<file path="src/rtl/axis_packet_generator.sv">
// AXI4-Stream fixed-length packet source with sequence/beat tagging, gap and count control.
// Optional PKTGEN_STALL_STATS_EN adds a saturating stall_count output.
module axis_packet_generator #(
    parameter int DWIDTH    = 512,
    parameter int LEN_WIDTH = 16
) (
    input  logic                 aclk,
    input  logic                 areset,
    input  logic                 start,
    input  logic                 stop,
    input  logic [LEN_WIDTH-1:0] pkt_len_beats,
    input  logic [31:0]          pkt_count,
    input  logic [7:0]           gap_cycles,
    output logic                 out_axis_tvalid,
    input  logic                 out_axis_tready,
    output logic [DWIDTH-1:0]    out_axis_tdata,
    output logic                 out_axis_tlast,
    output logic                 busy,
    output logic                 done,
    output logic [31:0]          sent_count
`ifdef PKTGEN_STALL_STATS_EN
    ,
    output logic [31:0]          stall_count
`endif
);

    typedef enum logic [1:0] {IDLE, SEND, GAP} state_t;

    state_t               state_q, state_d;
    logic [LEN_WIDTH-1:0] last_q, last_d;
    logic [LEN_WIDTH-1:0] beat_q, beat_d;
    logic [31:0]          cnt_q, cnt_d;
    logic [31:0]          seq_q, seq_d;
    logic [31:0]          sent_q, sent_d;
    logic [7:0]           gap_q, gap_d;
    logic [7:0]           gap_cnt_q, gap_cnt_d;
    logic                 stop_q, stop_d;
    logic                 done_q, done_d;
    logic                 tlast_q, tlast_d;
    logic                 hs, stop_seen;
`ifdef PKTGEN_STALL_STATS_EN
    logic [31:0]          stall_q, stall_d;
`endif

    assign hs        = (state_q == SEND) && out_axis_tready;
    assign stop_seen = stop_q || stop;

    always_comb begin
        state_d   = state_q;
        last_d    = last_q;
        beat_d    = beat_q;
        cnt_d     = cnt_q;
        seq_d     = seq_q;
        sent_d    = sent_q;
        gap_d     = gap_q;
        gap_cnt_d = gap_cnt_q;
        stop_d    = stop_q;
        done_d    = 1'b0;
        case (state_q)
            IDLE: begin
                if (start) begin
                    state_d = SEND;
                    // a zero length is promoted to a single-beat packet
                    last_d  = (pkt_len_beats == '0) ? '0 : pkt_len_beats - LEN_WIDTH'(1);
                    cnt_d   = pkt_count;
                    gap_d   = gap_cycles;
                    seq_d   = '0;
                    beat_d  = '0;
                    sent_d  = '0;
                    stop_d  = stop;
                end
            end
            SEND: begin
                stop_d = stop_seen;
                if (hs) begin
                    if (beat_q == last_q) begin
                        sent_d = sent_q + 32'd1;
                        seq_d  = seq_q + 32'd1;
                        beat_d = '0;
                        if (stop_seen || (cnt_q != '0 && (sent_q + 32'd1) == cnt_q)) begin
                            state_d = IDLE;
                            done_d  = 1'b1;
                            stop_d  = 1'b0;
                        end else if (gap_q != '0) begin
                            state_d   = GAP;
                            gap_cnt_d = gap_q;
                        end
                    end else begin
                        beat_d = beat_q + LEN_WIDTH'(1);
                    end
                end
            end
            GAP: begin
                stop_d = stop_seen;
                if (stop_seen) begin
                    state_d = IDLE;
                    done_d  = 1'b1;
                    stop_d  = 1'b0;
                end else if (gap_cnt_q <= 8'd1) begin
                    state_d = SEND;
                end else begin
                    gap_cnt_d = gap_cnt_q - 8'd1;
                end
            end
            default: state_d = IDLE;
        endcase
        // tlast is registered from next-state so no path from tready reaches it
        tlast_d = (state_d == SEND) && (beat_d == last_d);
    end

`ifdef PKTGEN_STALL_STATS_EN
    always_comb begin
        stall_d = stall_q;
        if (state_q == IDLE && start)
            stall_d = '0;
        else if (state_q == SEND && !out_axis_tready && stall_q != '1)
            stall_d = stall_q + 32'd1;
    end
`endif

    always_ff @(posedge aclk) begin
        if (areset) begin
            state_q   <= IDLE;
            last_q    <= '0;
            beat_q    <= '0;
            cnt_q     <= '0;
            seq_q     <= '0;
            sent_q    <= '0;
            gap_q     <= '0;
            gap_cnt_q <= '0;
            stop_q    <= 1'b0;
            done_q    <= 1'b0;
            tlast_q   <= 1'b0;
`ifdef PKTGEN_STALL_STATS_EN
            stall_q   <= '0;
`endif
        end else begin
            state_q   <= state_d;
            last_q    <= last_d;
            beat_q    <= beat_d;
            cnt_q     <= cnt_d;
            seq_q     <= seq_d;
            sent_q    <= sent_d;
            gap_q     <= gap_d;
            gap_cnt_q <= gap_cnt_d;
            stop_q    <= stop_d;
            done_q    <= done_d;
            tlast_q   <= tlast_d;
`ifdef PKTGEN_STALL_STATS_EN
            stall_q   <= stall_d;
`endif
        end
    end

    always_comb begin
        out_axis_tdata        = '0;
        out_axis_tdata[31:0]  = seq_q;
        out_axis_tdata[63:32] = 32'(beat_q);
    end

    assign out_axis_tvalid = (state_q == SEND);
    assign out_axis_tlast  = tlast_q;
    assign busy            = (state_q != IDLE);
    assign done            = done_q;
    assign sent_count      = sent_q;
`ifdef PKTGEN_STALL_STATS_EN
    assign stall_count     = stall_q;
`endif

endmodule

</file>
<file path="config.mk">
export PLATFORM = sky130hd
export DESIGN_NAME = axis_packet_generator
export DESIGN_NICKNAME = d
export VERILOG_FILES = /design/src/rtl/axis_packet_generator.sv
export SDC_FILE = /design/constraint.sdc
export NUM_CORES = 1
export LEC_CHECK = 0
export CORE_AREA = 2 2 235 237
export DETAILED_ROUTE_END_ITERATION = 16
export DIE_AREA = 0 0 237 239
export DONT_BUFFER_PORTS = 1
export GPL_TIMING_DRIVEN = 0
export PLACE_DENSITY = 0.45
export SETUP_SLACK_MARGIN = 0.02
export SLEW_MARGIN = 20
export SYNTH_ARGS = -nofsm -noshare
export SYNTH_HDL_FRONTEND = slang
export SYNTH_SLANG_ARGS = --single-unit
</file>
<file path="constraint.sdc">
create_clock -name aclk -period 4.15 [get_ports aclk]
set_input_delay 0.415 -clock aclk [delete_from_list [all_inputs] [get_ports aclk]]
set_output_delay 0.415 -clock aclk [all_outputs]
set_load 0.005 [all_outputs]
</file>
==> impl_metrics.yaml <==
run_status:
  status: "completed"
global_routing:
  grt.total_usage_pct: 14.4
  antenna_found_initial: 1
  grt_pass1_vias: 9667
  grt_pass1_wl_um: 61400
  grt_max_degree: 17
  overflow: 0
power:
  p_leak_nw: 7.67
  ir_drop_v: 0.000323
  p_per_area_nw_per_um2: 264
critical_path:
  end_kind: "register"
  arrival_ns: 4.40
  required_ns: 4.51
  startpoint_type: "register"
  path_max_fanout: 9
  crit_type: "register to register"
  regToRegStartpoint: "sent_count[2]$_SDFFE_PP0P_"
  startpoint: "sent_count[2]$_SDFFE_PP0P_"
  worst_r2r_path_depth: 11
clock_tree:
  tritoncts: "yes"
  cts_buffer_depth: 2
  hold_buffers: 0
  numCtsBuffers: 17
  root_buffer: "clkbuf_16"
  htreeDepth: 4
  cts.sinks: 149
  clk_latency_ns: 0.49
  cts.reportedPaths.clkPinSlew_ns: 0.07
floorplanning:
  die_h_um: 239
  ios: 609
  die_w_um: 237
  die_area_um2: 56600
  rows: 86
  initial_core_util_pct: 22.8
  coreArea_um2: 54300
synthesis:
  synth-main-ff-cell: "dfxtp_1"
  synth_area_leaders: "buf_4, dfxtp_1, nand2_1, xor2_1, a21oi_1"
  avgSynthCellArea_um2: 7.58
  yosys.area.top_type_share_pct: 28.5
  synth-seq-cells: 149
  post-synth-top-area-cell: "buf_4"
  postSynth.asyncResetShare_pct: 0
  synth_area_um2: 12400
  ys_warn_count: 0
  synthCells: 1637
  synthMostInstantiatedCell: "buf_4"
  seq_area_frac_synth_pct: 24.0
  synth_edf_count: 0
  synthTopCellsByCount: "buf_4, nand2_1, dfxtp_1"
  synthDistinctLibCells: 77
route:
  wl_per_cell_um: 15.1
  antenna_left: 0
  drc: 0
  post_drt_via_cell_ratio: 3.96
  vias: 11249
  drt_iter0_markers: 555
  finalWirelength_um: 42900
  drtPass1Iterations: 5
final_layout:
  fin_nets: 2194
  drive_above_1_share_pct: 26.2
  diodes: 0
  area_growth_pct: 26.2
sta:
  fin_crit_ns: 4.04
  rsz0062_at_grt: "false"
  holdWs_ns: 0.0607
  setup_viol: 0
  fin_crit_sh_pct: 97.4
  final_hold_viol_count: 0
  slew_headroom_pct: 42.5
  worst_pin_slew_ns: 0.863
  skew_ns: 0.0138
  timing.final.ws_setup_ns: 0.109
  max_freq_mhz: 247
  drv_slew: 0
worst_hold_path:
  hp-class: "input port to register"
  min_from: "pkt_count[5]"
  holdPathStages: 2
job:
  drv_cap: 0
placement:
  hpwl_um: 35500
  pre_cts_ws_ns: 0.000483
  io_buffers: 0
  gp_congestion: 0.925
## cells in the final DEF, fill, tap and decap left out, drive strengths merged, types with 5 or more instances in the layout
master   instances
or4             11
and2            23
conb           464
and4            17
nor2b            7
or2              5
xor2            67
a221oi           5
inv             32
or3             14
xnor2           48
buf            494
nand2b           7
a31oi            8
nand3           37
a211oi           7
nor2           119
nor4            33
nand4           37
clkbuf          60
o21ai           63
nand2          166
ha              11
nor3            39
a21oi          109
a2bb2oi          7
and3            18
o22ai           11
dfxtp          149
## sequential cells by signal (all words and copies together) (netlist names)
signal          cells
gap_cnt_q           8
gap_q               8
last_q             16
done                1
stop_q              1
sent_count         32
cnt_q              32
out_axis_tlast      1
beat_q             16
seq_q              32
state_q             2
## path summary, 6_finish.rpt
| kind | to | slack, ns |
|---|---|---|
| max | out_axis_tlast$_SDFF_PP0_ | 0.11 |
| min | cnt_q[5]$_SDFFE_PP0P_ | 0.06 |
| max reg2reg | out_axis_tlast$_SDFF_PP0_ | 0.11 |
| min reg2reg | gap_q[3]$_SDFFE_PP0P_ | 0.47 |
## layer usage
metal / vias to the layer above / track usage (%) / wire (µm)
met1: 5090 / 16.5 / 16600
met3: 47 / 4.56 / 4010
met4: 0 / 5.91 / 1080
met2: 491 / 24.8 / 21200
met5: - / 0 / 0
li1: 5621 / - / -
## power breakdown
part	switching, mW	leakage [nW]	internal [mW]	total, mW
combinational	0.529	6.19	0.462	0.992
clock	0.756	0.277	0.849	1.60
sequential	0.0638	1.21	1.48	1.54
total	1.35	7.67	2.79	4.14
## through the flow
step / utilization, % / area (µm²) / TNS, ns / instances / power (mW)
floorplan: - / 14100 / 0 / 2100 / 2.33
global route: 28.8 / 15700 / 0 / 2839 / 4.35
CTS: 28.7 / 15600 / 0 / 2836 / 4.16
finish: 28.8 / 15700 / 0 / 2839 / 4.14
detailed placement: 27.6 / 15000 / 0 / 2804 / 2.53
global placement: 27.6 / 15000 / -0.00562 / 2804 / 2.53
## area by class of cell
cell class	count	area, µm²
Buffer	534	3810
Clock buffer	17	425
Clock inverter	15	161
Fill cell	5964	38700
Inverter	24	90.1
Multi-Input combinational cell	1393	7270
Sequential cell	149	2990
Tap cell	704	881
Timing Repair Buffer	3	22.5
## cells by family (layout without fill, tap and decap cells)
| kind of cell | after synthesis | count (layout) | share of synthesized area, % |
|---|---|---|---|
| buf+inv | 558 | 593 | 31.5 |
| xor+xnor | 115 | 115 | 8.12 |
| other cells | 1 | 464 | 0.0302 |
| mux | 4 | 4 | 0.323 |
| fa+ha+maj | 11 | 11 | 1.11 |
| simple gates | 546 | 546 | 22.6 |
| compound gates | 253 | 253 | 12.3 |
| flops | 149 | 149 | 24.0 |
## worst max-delay path, cell delays in order (launching register included)
cell and delay (ns):
dfxtp_1 0.59, buf_4 0.26, nand4_4 0.17, or2_1 0.26
buf_2 0.19, or4_4 0.51, mux2i_1 0.14, or4_1 0.59
nor4_2 0.49, and2_1 0.24, o2111ai_1 0.18, nor4_1 0.30
## what timing repair did
item,in CTS,in global routing
buffers inserted,0,3
setup endpoints to repair,0,25
endpoints found under the hold margin,0,0
gates resized for setup,0,5
Power figures use the tool's default switching activity.
